File: src/rtl/seq_chunk_adder_if.sv
// Handshake and operand/result bundle for the chunked adder/subtractor.
// The master drives the request and the slave returns the result.
interface seq_chunk_adder_if #(
  parameter int WIDTH = 16
);
  logic             start;
  logic             sub;
  logic             cin;
  logic [WIDTH-1:0] a;
  logic [WIDTH-1:0] b;
  logic             busy;
  logic             done;
  logic [WIDTH-1:0] sum;
  logic             cout;
  logic             ovf;

  modport master (
    output start, sub, cin, a, b,
    input  busy, done, sum, cout, ovf
  );

  modport slave (
    input  start, sub, cin, a, b,
    output busy, done, sum, cout, ovf
  );
endinterface

File: src/rtl/seq_chunk_adder.sv
// Multi-cycle adder/subtractor: adds CHUNK bits per clock and keeps the
// inter-chunk carry in a register, with start/busy/done handshake.
module seq_chunk_adder #(
  parameter int WIDTH = 16,
  parameter int CHUNK = 4
) (
  input  logic             clk,
  input  logic             rst,
  seq_chunk_adder_if.slave bus
);
  localparam int NCHUNK = WIDTH / CHUNK;
  localparam int CW     = (NCHUNK > 1) ? $clog2(NCHUNK) : 1;
  localparam int BW     = (WIDTH > 1) ? $clog2(WIDTH) : 1;
  localparam logic [CW-1:0] LAST = CW'(NCHUNK - 1);

  typedef enum logic [1:0] {IDLE, RUN, DONE} state_t;

  state_t           r_state;
  logic [WIDTH-1:0] r_a;
  logic [WIDTH-1:0] r_b;
  logic [WIDTH-1:0] r_sum;
  logic [CW-1:0]    r_cnt;
  logic             r_carry;
  logic             r_cout;
  logic             r_ovf;
  logic             r_busy;
  logic             r_done;

  logic [BW-1:0]    w_base;
  logic [CHUNK-1:0] w_aChunk;
  logic [CHUNK-1:0] w_bChunk;
  logic [CHUNK:0]   w_chunkSum;
  logic             w_carryIntoMsb;

  assign w_base     = BW'(int'(r_cnt) * CHUNK);
  assign w_aChunk   = r_a[w_base +: CHUNK];
  assign w_bChunk   = r_b[w_base +: CHUNK];
  assign w_chunkSum = {1'b0, w_aChunk} + {1'b0, w_bChunk} + {{CHUNK{1'b0}}, r_carry};
  // Sum bit is a^b^carry_in, so the carry into the chunk MSB falls out of an XOR.
  assign w_carryIntoMsb = w_chunkSum[CHUNK-1] ^ w_aChunk[CHUNK-1] ^ w_bChunk[CHUNK-1];

  always_ff @(posedge clk or posedge rst) begin
    if (rst) begin
      r_state <= IDLE;
      r_a     <= '0;
      r_b     <= '0;
      r_sum   <= '0;
      r_cnt   <= '0;
      r_carry <= 1'b0;
      r_cout  <= 1'b0;
      r_ovf   <= 1'b0;
      r_busy  <= 1'b0;
      r_done  <= 1'b0;
    end else begin
      case (r_state)
        IDLE: begin
          if (bus.start) begin
            r_a     <= bus.a;
            r_b     <= bus.sub ? ~bus.b : bus.b;
            r_carry <= bus.sub | bus.cin;
            r_cnt   <= '0;
            r_busy  <= 1'b1;
            r_state <= RUN;
          end
        end
        RUN: begin
          r_sum[w_base +: CHUNK] <= w_chunkSum[CHUNK-1:0];
          r_carry                <= w_chunkSum[CHUNK];
          r_cnt                  <= r_cnt + 1'b1;
          if (r_cnt == LAST) begin
            r_cout  <= w_chunkSum[CHUNK];
            r_ovf   <= w_carryIntoMsb ^ w_chunkSum[CHUNK];
            r_cnt   <= '0;
            r_done  <= 1'b1;
            r_state <= DONE;
          end
        end
        DONE: begin
          r_done  <= 1'b0;
          r_busy  <= 1'b0;
          r_state <= IDLE;
        end
        default: r_state <= IDLE;
      endcase
    end
  end

  assign bus.busy = r_busy;
  assign bus.done = r_done;
  assign bus.sum  = r_sum;
  assign bus.cout = r_cout;
  assign bus.ovf  = r_ovf;
endmodule

File: src/flat_wrapper.sv
// flat-port wrapper written by rule: the top's interface ports become plain ports
module seq_chunk_adder_flat 
#(
  parameter int WIDTH = 16,
  parameter int CHUNK = 4
)
  (clk, rst, bus_start, bus_sub, bus_cin, bus_a, bus_b, bus_busy, bus_done, bus_sum, bus_cout, bus_ovf);
  seq_chunk_adder_if #(.WIDTH(WIDTH)) bus_i ();
  input  logic clk;
  input  logic rst;
  input wire logic [$bits(bus_i.start)-1:0] bus_start;
  input wire logic [$bits(bus_i.sub)-1:0] bus_sub;
  input wire logic [$bits(bus_i.cin)-1:0] bus_cin;
  input wire logic [$bits(bus_i.a)-1:0] bus_a;
  input wire logic [$bits(bus_i.b)-1:0] bus_b;
  output wire logic [$bits(bus_i.busy)-1:0] bus_busy;
  output wire logic [$bits(bus_i.done)-1:0] bus_done;
  output wire logic [$bits(bus_i.sum)-1:0] bus_sum;
  output wire logic [$bits(bus_i.cout)-1:0] bus_cout;
  output wire logic [$bits(bus_i.ovf)-1:0] bus_ovf;
  assign bus_i.start = bus_start;
  assign bus_i.sub = bus_sub;
  assign bus_i.cin = bus_cin;
  assign bus_i.a = bus_a;
  assign bus_i.b = bus_b;
  assign bus_busy = bus_i.busy;
  assign bus_done = bus_i.done;
  assign bus_sum = bus_i.sum;
  assign bus_cout = bus_i.cout;
  assign bus_ovf = bus_i.ovf;
  seq_chunk_adder #(.WIDTH(WIDTH), .CHUNK(CHUNK)) u_core (.clk(clk), .rst(rst), .bus(bus_i));
endmodule
File: config.mk
export PLATFORM = sky130hd
export DESIGN_NAME = seq_chunk_adder_flat
export DESIGN_NICKNAME = d
export VERILOG_FILES = /design/src/rtl/seq_chunk_adder_if.sv /design/src/rtl/seq_chunk_adder.sv /design/src/flat_wrapper.sv
export SDC_FILE = /design/constraint.sdc
export NUM_CORES = 1
export LEC_CHECK = 0
export ABC_AREA = 1
export CAP_MARGIN = 20
export CORE_MARGIN = 5
export CORE_UTILIZATION = 43
export CTS_CLUSTER_SIZE = 10
export DETAILED_ROUTE_END_ITERATION = 12
export PLACE_DENSITY = 0.76
export SETUP_SLACK_MARGIN = 0.1
export SLEW_MARGIN = 20
export SYNTH_ARGS = -nofsm -noshare
export SYNTH_HDL_FRONTEND = slang
export SYNTH_SLANG_ARGS = --single-unit
File: constraint.sdc
create_clock -name clk -period 3 [get_ports clk]
set_input_delay 0.9 -clock clk [delete_from_list [all_inputs] [get_ports clk]]
set_output_delay 0.9 -clock clk [all_outputs]
set_load 0.05 [all_outputs]
== Word-level counts from Yosys, hierarchy flattened ==
Index checks and enable logic that the tools add are counted.

* Muxes and demuxes: 14
* Reduce and logical (&&, ||, !) cells: 10
* Shift operators: 4
* Bitwise logic cells: 5
* Add/subtract/negate cells: 4
* Equality and inequality tests: 5

{| class="wikitable"
|+ Operators by type and width
! cell !! count
|-
| 16-bit by 5-bit variable part select with 4-bit output || 2
|-
| 16-bit bitwise mux || 1
|-
| 16-bit 2-to-1 mux || 1
|-
| 16-bit inverter || 1
|-
| 4-bit by 6-bit variable shift with 16-bit output (first input constant) || 1
|-
| 4-bit by 6-bit variable part select with 16-bit output || 1
|-
| 2-bit AND reduction || 6
|-
| 2-bit 2-to-1 mux || 4
|-
| 2-bit one-hot mux with 2 select lines || 2
|-
| 4-bit negation with 6-bit output || 1
|-
| 1-bit one-hot mux with 2 select lines || 3
|-
| 2-bit nonzero test || 3
|-
| 4-bit by 4-bit adder with 5-bit output || 1
|-
| 5-bit by 1-bit adder with 5-bit output || 1
|-
| 2-bit equality test (second input constant) || 2
|-
| 1-bit 2-to-1 mux || 3
|-
| 1-bit XOR || 3
|-
| 2-bit by 1-bit adder with 2-bit output (second input constant) || 1
|-
| 2-bit by 1-bit equality test with 1-bit output (second input constant) || 1
|-
| 2-bit logical NOT || 1
|-
| 2-bit by 1-bit inequality test with 1-bit output (second input constant) || 1
|-
| 2-bit inequality test (second input constant) || 1
|-
| 1-bit OR || 1
|}

* Flip-flop bits (word level): 57
* Logic and storage cells: 52
* Input bits: 37

== Longest topological paths before layout ==
* Depth in word-level cells: 6
* Mapped depth: 16

== Worst setup path after synthesis ==
No wires, ideal clock.

* Path kind: flip-flop to flip-flop
* From: register u_core.r_cnt[0]
* To: register u_core.r_ovf (netlist: u_core.bus.ovf)
* Clock period less this slack: 2.506 ns
* Arrival: 2.388 ns
* Setup time: 0.118 ns
* Cell stages (with the launch flop): 15
* Setup slack: 0.494 ns
* Cell sequence: dfrtp_1 > buf_6 > buf_2 > o21ai_0 > o22ai_1 > fa_1 > fa_1 > nand3_1 > nand3_1 > inv_1 > nand2_2 > nand2_2 > nand3_1 > nand3_1 > nand2_1

* Longest elaborated chain between the ends: 6
* Elaborated cells on any way between the ends: 9
* Classes of those cells: 2 x add/sub; 1 x eq/ne; 2 x shift; 3 x bitwise; 1 x reduce/logical

{| class="wikitable"
|+ Ends and longest elaborated chain
! element !! RTL line !! text
|-
| start: declaration || seq_chunk_adder.sv:22 || <nowiki>logic [CW-1:0] r_cnt;</nowiki>
|-
| start signal: assignment || seq_chunk_adder.sv:69 || <nowiki>r_cnt <= r_cnt + 1'b1;</nowiki>
|-
| 16-bit by 5-bit variable part select with 4-bit output (on tied branches) || seq_chunk_adder.sv:36, seq_chunk_adder.sv:37 ||
|-
| 4-bit by 4-bit adder with 5-bit output || seq_chunk_adder.sv:38 || <nowiki>assign w_chunkSum = {1'b0, w_aChunk} + {1'b0, w_bChunk} + {{CHUNK{1'b0}}, r_carry};</nowiki>
|-
| 5-bit by 1-bit adder with 5-bit output || seq_chunk_adder.sv:38 ||
|-
| 1-bit XOR (2 in series) || seq_chunk_adder.sv:40 || <nowiki>assign w_carryIntoMsb = w_chunkSum[CHUNK-1] ^ w_aChunk[CHUNK-1] ^ w_bChunk[CHUNK-1];</nowiki>
|-
| 1-bit XOR || seq_chunk_adder.sv:72 || <nowiki>r_ovf <= w_carryIntoMsb ^ w_chunkSum[CHUNK];</nowiki>
|-
| end signal: assignment || seq_chunk_adder.sv:72 ||
|-
| end: declaration || seq_chunk_adder.sv:25 || <nowiki>logic r_ovf;</nowiki>
|}

Several ways; a longest one is shown, not always the timed one.
A chain may end at the register's enable or synchronous reset.

== Final worst setup path ==
Ends and elaborated chain as after synthesis.

==> metrics.md <==
| Metric | Value |
|---|---|
| Count of yosys warnings during synthesis | `0` |
| CP Max Fanout | `21` |
| R2r setup slk | `0.40 ns` |
| Post-placement setup slack | `0.181 ns` |
| Longest Clk Path Bufs | `2` |
| Compound-cell area share of the yosys netlist | `11.8%` |
| Mapped cell area | `0.00289 mm2` |
| Buffers added on ports | `56` |
| Highest ir drop seen on vdd | `512 uV` |
| Total Wirelength | `6270 um` |
| Cell count after synthesis | `342` |
| Crit path max-delay cell type | `sky130_fd_sc_hd__dfrtp_2` |
| Unrepaired setup endpoints after global routing | `false` |
| Crit start category | `flop` |
| CTS clock-pin slew for the worst setup and hold paths | `0.06 ns` |
| Category of the worst setup path capture point | `flop` |
| Worst flop-to-flop path startpoint | `u_core.r_cnt[0]` |
| Maximum clock frequency | `384 MHz` |
| Wire length per cell after detailed routing | `12.9 um` |
| Placed insts | `466` |
| Result of the run | `finished, final reports clean` |
| Xor/xnor cell area share of the yosys netlist | `5.15%` |
| Number of ports placed on the die boundary | `57` |
| First-pass DRT Iterations | `4` |
| Worst R2R End | `u_core.bus.ovf` |
| Die width | `92.0 um` |
| Estimated wirelength of the detail-placed design | `4690 um` |
| Final-layout worst hold slack | `0.484 ns` |
| Setup TNS | `0 ns` |
| Detailed-route DRC error count | `0` |
| Worst slew pin tran | `0.632 ns` |
| Number of fill cells | `633` |
| Antenna violations before repair | `0` |
| Effective utilization at floorplan | `44.8%` |
| List of cells traversed by the critical path | `inv_2, o21ai_0, o22ai_1, fa_1, fa_1, nand3_1, nand3_1, inv_1, nand2_2, nand2_2, nand3_1, nand3_1, nand2_1` |
| Filler-free cell count of the finished design | `484` |
| Synth Area in Simple Gates | `22.0%` |
| Dominant combinational cell family by area after synthesis | `simple AND/OR/NAND/NOR gates` |
| Area of the die | `0.00846 mm2` |
| CTS tree | `done` |
| Number of antenna repair diodes | `0` |
| Share of layout cells above drive strength 1 | `9.34%` |
| Hold depth | `2` |
| Level count of the clock H-tree | `3` |
| Global-route wire length before repair | `10700 um` |
| Sequential-to-total area share from yosys stat | `49.4%` |
| Distinct cell type count of the synthesized netlist | `25` |
| Post-route minimum period | `2.60 ns` |
| Min-delay worst type | `reg -> reg` |
| Setup slack after layout | `0.397 ns` |
| Required time of the worst setup path | `3.24 ns` |
| Area inside the core boundary | `0.00646 mm2` |
| Rows | `29` |
| Die height | `92.0 um` |
| Largest net degree at the start of global routing | `38` |
| Area post-placement | `0.00352 mm2` |
| Final cycle utilization of the critical path | `86.8%` |
| Count of endpoints failing setup in the final report | `0` |
| Number of nets produced by synthesis | `390` |
| Number of nets in the finished design | `453` |
| Final core utilization | `57.7%` |
| Per-instance average area after synthesis | `8.45 um2` |
| Total gr overflow | `0` |
| Vias per cell | `5.05` |
| Setup Crit Path Kind | `reg -> reg` |
| Worst hold path endpoint | `u_core.r_a[6]` |
| HP Start | `u_core.r_a[6]` |
| Standby leakage power | `1.76 nW` |
| Most area-hungry cell type in the Yosys netlist | `sky130_fd_sc_hd__dfrtp_1` |
| CP dominant cell by count | `sky130_fd_sc_hd__nand3_1` |
| Area of all placed cells without fillers | `0.00373 mm2` |
| Final Slew Violations | `0` |
| Clock Sinks | `57` |
| Longest individual stage delay on the worst path | `0.47 ns` |
| 1st-iter DRT viols | `105` |
| Total count of hold-check failures in the final report | `0` |
| Gr usage total | `16.0%` |
| Cell at the root of the clock tree | `sky130_fd_sc_hd__clkbuf_8` |
| Top area cells in the synthesized netlist | `sky130_fd_sc_hd__dfrtp_1, sky130_fd_sc_hd__nand2_1, sky130_fd_sc_hd__o21ai_0, sky130_fd_sc_hd__xnor2_1, sky130_fd_sc_hd__ha_1` |
| Routed Antenna Nets | `0` |
| Pwr/cell area | `1210 mW/mm2` |
| Sum of internal, switching and leakage power | `4.53 mW` |
| Total clock buffers created by CTS | `9` |
| Number of cells on the worst reg-to-reg path | `13` |
| Fin Clk Skew | `0.00425 ns` |
| Number of global-route vias before repair | `2370` |
| Proportion of netlist area held by the largest area contributor | `49.4%` |
| Clock Latency Late Sink | `0.34 ns` |
| Register bit total from synthesis | `57` |
| Max cap viols | `0` |
| Fraction of synthesized area in multiplexers | `0%` |
| Vias | `2444` |
| Arrival time at the worst endpoint | `2.84 ns` |
| Syn-to-layout area delta | `29.0%` |
| Arithmetic-cell share of the synthesized area counting full adders, half adders and majority gates | `5.28%` |
| Slew HR | `57.8%` |
| Routability Congestion | `0.906` |
how the worst max path moves through the flow:
stage	from	endpoint	cells past startpoint
floorplan	u_core.r_cnt[0]	u_core.bus.ovf	14
detailed placement	u_core.r_cnt[0]	u_core.bus.ovf	13
global route	u_core.r_cnt[0]	u_core.bus.ovf	13
CTS	u_core.r_cnt[0]	u_core.bus.ovf	13
finish	u_core.r_cnt[0]	u_core.bus.ovf	13
global placement	u_core.r_cnt[0]	u_core.bus.ovf	13
cells in the final DEF (no fill, tap or decap):
cell type,n
sky130_fd_sc_hd__nand2_1,105
sky130_fd_sc_hd__a21oi_1,1
sky130_fd_sc_hd__o22ai_1,6
sky130_fd_sc_hd__nor2_2,1
sky130_fd_sc_hd__buf_12,2
sky130_fd_sc_hd__fa_1,2
sky130_fd_sc_hd__inv_2,5
sky130_fd_sc_hd__o21ai_1,1
sky130_fd_sc_hd__clkbuf_8,12
sky130_fd_sc_hd__inv_1,21
sky130_fd_sc_hd__o211ai_1,1
sky130_fd_sc_hd__o31ai_1,4
sky130_fd_sc_hd__nor2_1,18
sky130_fd_sc_hd__nor3_1,1
sky130_fd_sc_hd__nand4_1,1
sky130_fd_sc_hd__xor2_1,1
sky130_fd_sc_hd__nand3_1,18
sky130_fd_sc_hd__nand2_2,6
sky130_fd_sc_hd__nand3_2,3
sky130_fd_sc_hd__o21ai_0,51
sky130_fd_sc_hd__clkdlybuf4s50_1,56
sky130_fd_sc_hd__dfrtp_1,56
sky130_fd_sc_hd__xnor2_1,16
sky130_fd_sc_hd__ha_1,9
sky130_fd_sc_hd__buf_4,8
sky130_fd_sc_hd__dfrtp_2,1
sky130_fd_sc_hd__clkbuf_1,1
layout make-up:
cell class              count  area [um2]  share of cell area (%)
inverters                  26        97.6                    2.62
flip-flops and latches     57        1430                    38.3
clock buffers              13         169                    4.53
multi-input cells         245        1280                    34.3
repair buffers             66         661                    17.7
well taps                  77        96.3                    2.58
cell usage after synthesis:
cell type	n
sky130_fd_sc_hd__a21oi_1	1
sky130_fd_sc_hd__buf_2	7
sky130_fd_sc_hd__buf_4	3
sky130_fd_sc_hd__buf_6	2
sky130_fd_sc_hd__clkbuf_1	2
sky130_fd_sc_hd__dfrtp_1	57
sky130_fd_sc_hd__fa_1	2
sky130_fd_sc_hd__ha_1	9
sky130_fd_sc_hd__inv_1	22
sky130_fd_sc_hd__inv_2	4
sky130_fd_sc_hd__nand2_1	105
sky130_fd_sc_hd__nand2_2	6
sky130_fd_sc_hd__nand3_1	18
sky130_fd_sc_hd__nand3_2	3
sky130_fd_sc_hd__nand4_1	1
sky130_fd_sc_hd__nor2_1	18
sky130_fd_sc_hd__nor2_2	1
sky130_fd_sc_hd__nor3_1	1
sky130_fd_sc_hd__o211ai_1	1
sky130_fd_sc_hd__o21ai_0	51
sky130_fd_sc_hd__o21ai_1	1
sky130_fd_sc_hd__o22ai_1	6
sky130_fd_sc_hd__o31ai_1	4
sky130_fd_sc_hd__xnor2_1	16
sky130_fd_sc_hd__xor2_1	1
metal layers:
layer | share of wire (%) | track usage [%]
met1 | 43 | 19.5
met2 | 48 | 25.3
met3 | 7.3 | 6.46
met4 | 2.0 | 6.56
met5 | 0 | 0
repair_timing:
item | 4_1_cts | 5_1_grt
setup buffers | 0 | 5
endpoints found under the setup margin | 0 | 2
hold buffers | 0 | 0
hold endpoints to repair | 0 | 0
gates resized for setup | 0 | 1
worst max-delay path, delay by kind of cell, from the launching register on:
| family | cells | cell delay [ns] |
|---|---|---|
| AOI/OAI and AO/OA | 2 | 0.30 |
| DFF | 1 | 0.47 |
| buffers and inverters | 2 | 0.31 |
| and+or+nand+nor | 7 | 0.53 |
| adders and majority gates | 2 | 0.87 |
report_power, final:
group          switching (mW)  leakage [nW]  internal, mW
clock                   0.280        0.0875         0.353
combinational            1.65         0.948         0.918
sequential              0.220         0.723          1.11
kinds of logic (layout without fill, tap and decap cells):
logic type	count (synthesis)	after routing
DFF	57	57
AOI/OAI and AO/OA	64	64
and+or+nand+nor	153	153
buffers and inverters	40	105
xor gates and xnor gates	17	17
adders and majority gates	11	11
registers in the layout (all words and copies together), names as in the netlist, 2 cells and up:
name and cells:
u_core.r_a 16, u_core.r_cnt 2, u_core.r_state 2, u_core.r_b 16, u_core.bus.sum 16
No activity file was read; power rests on OpenSTA's default activity.
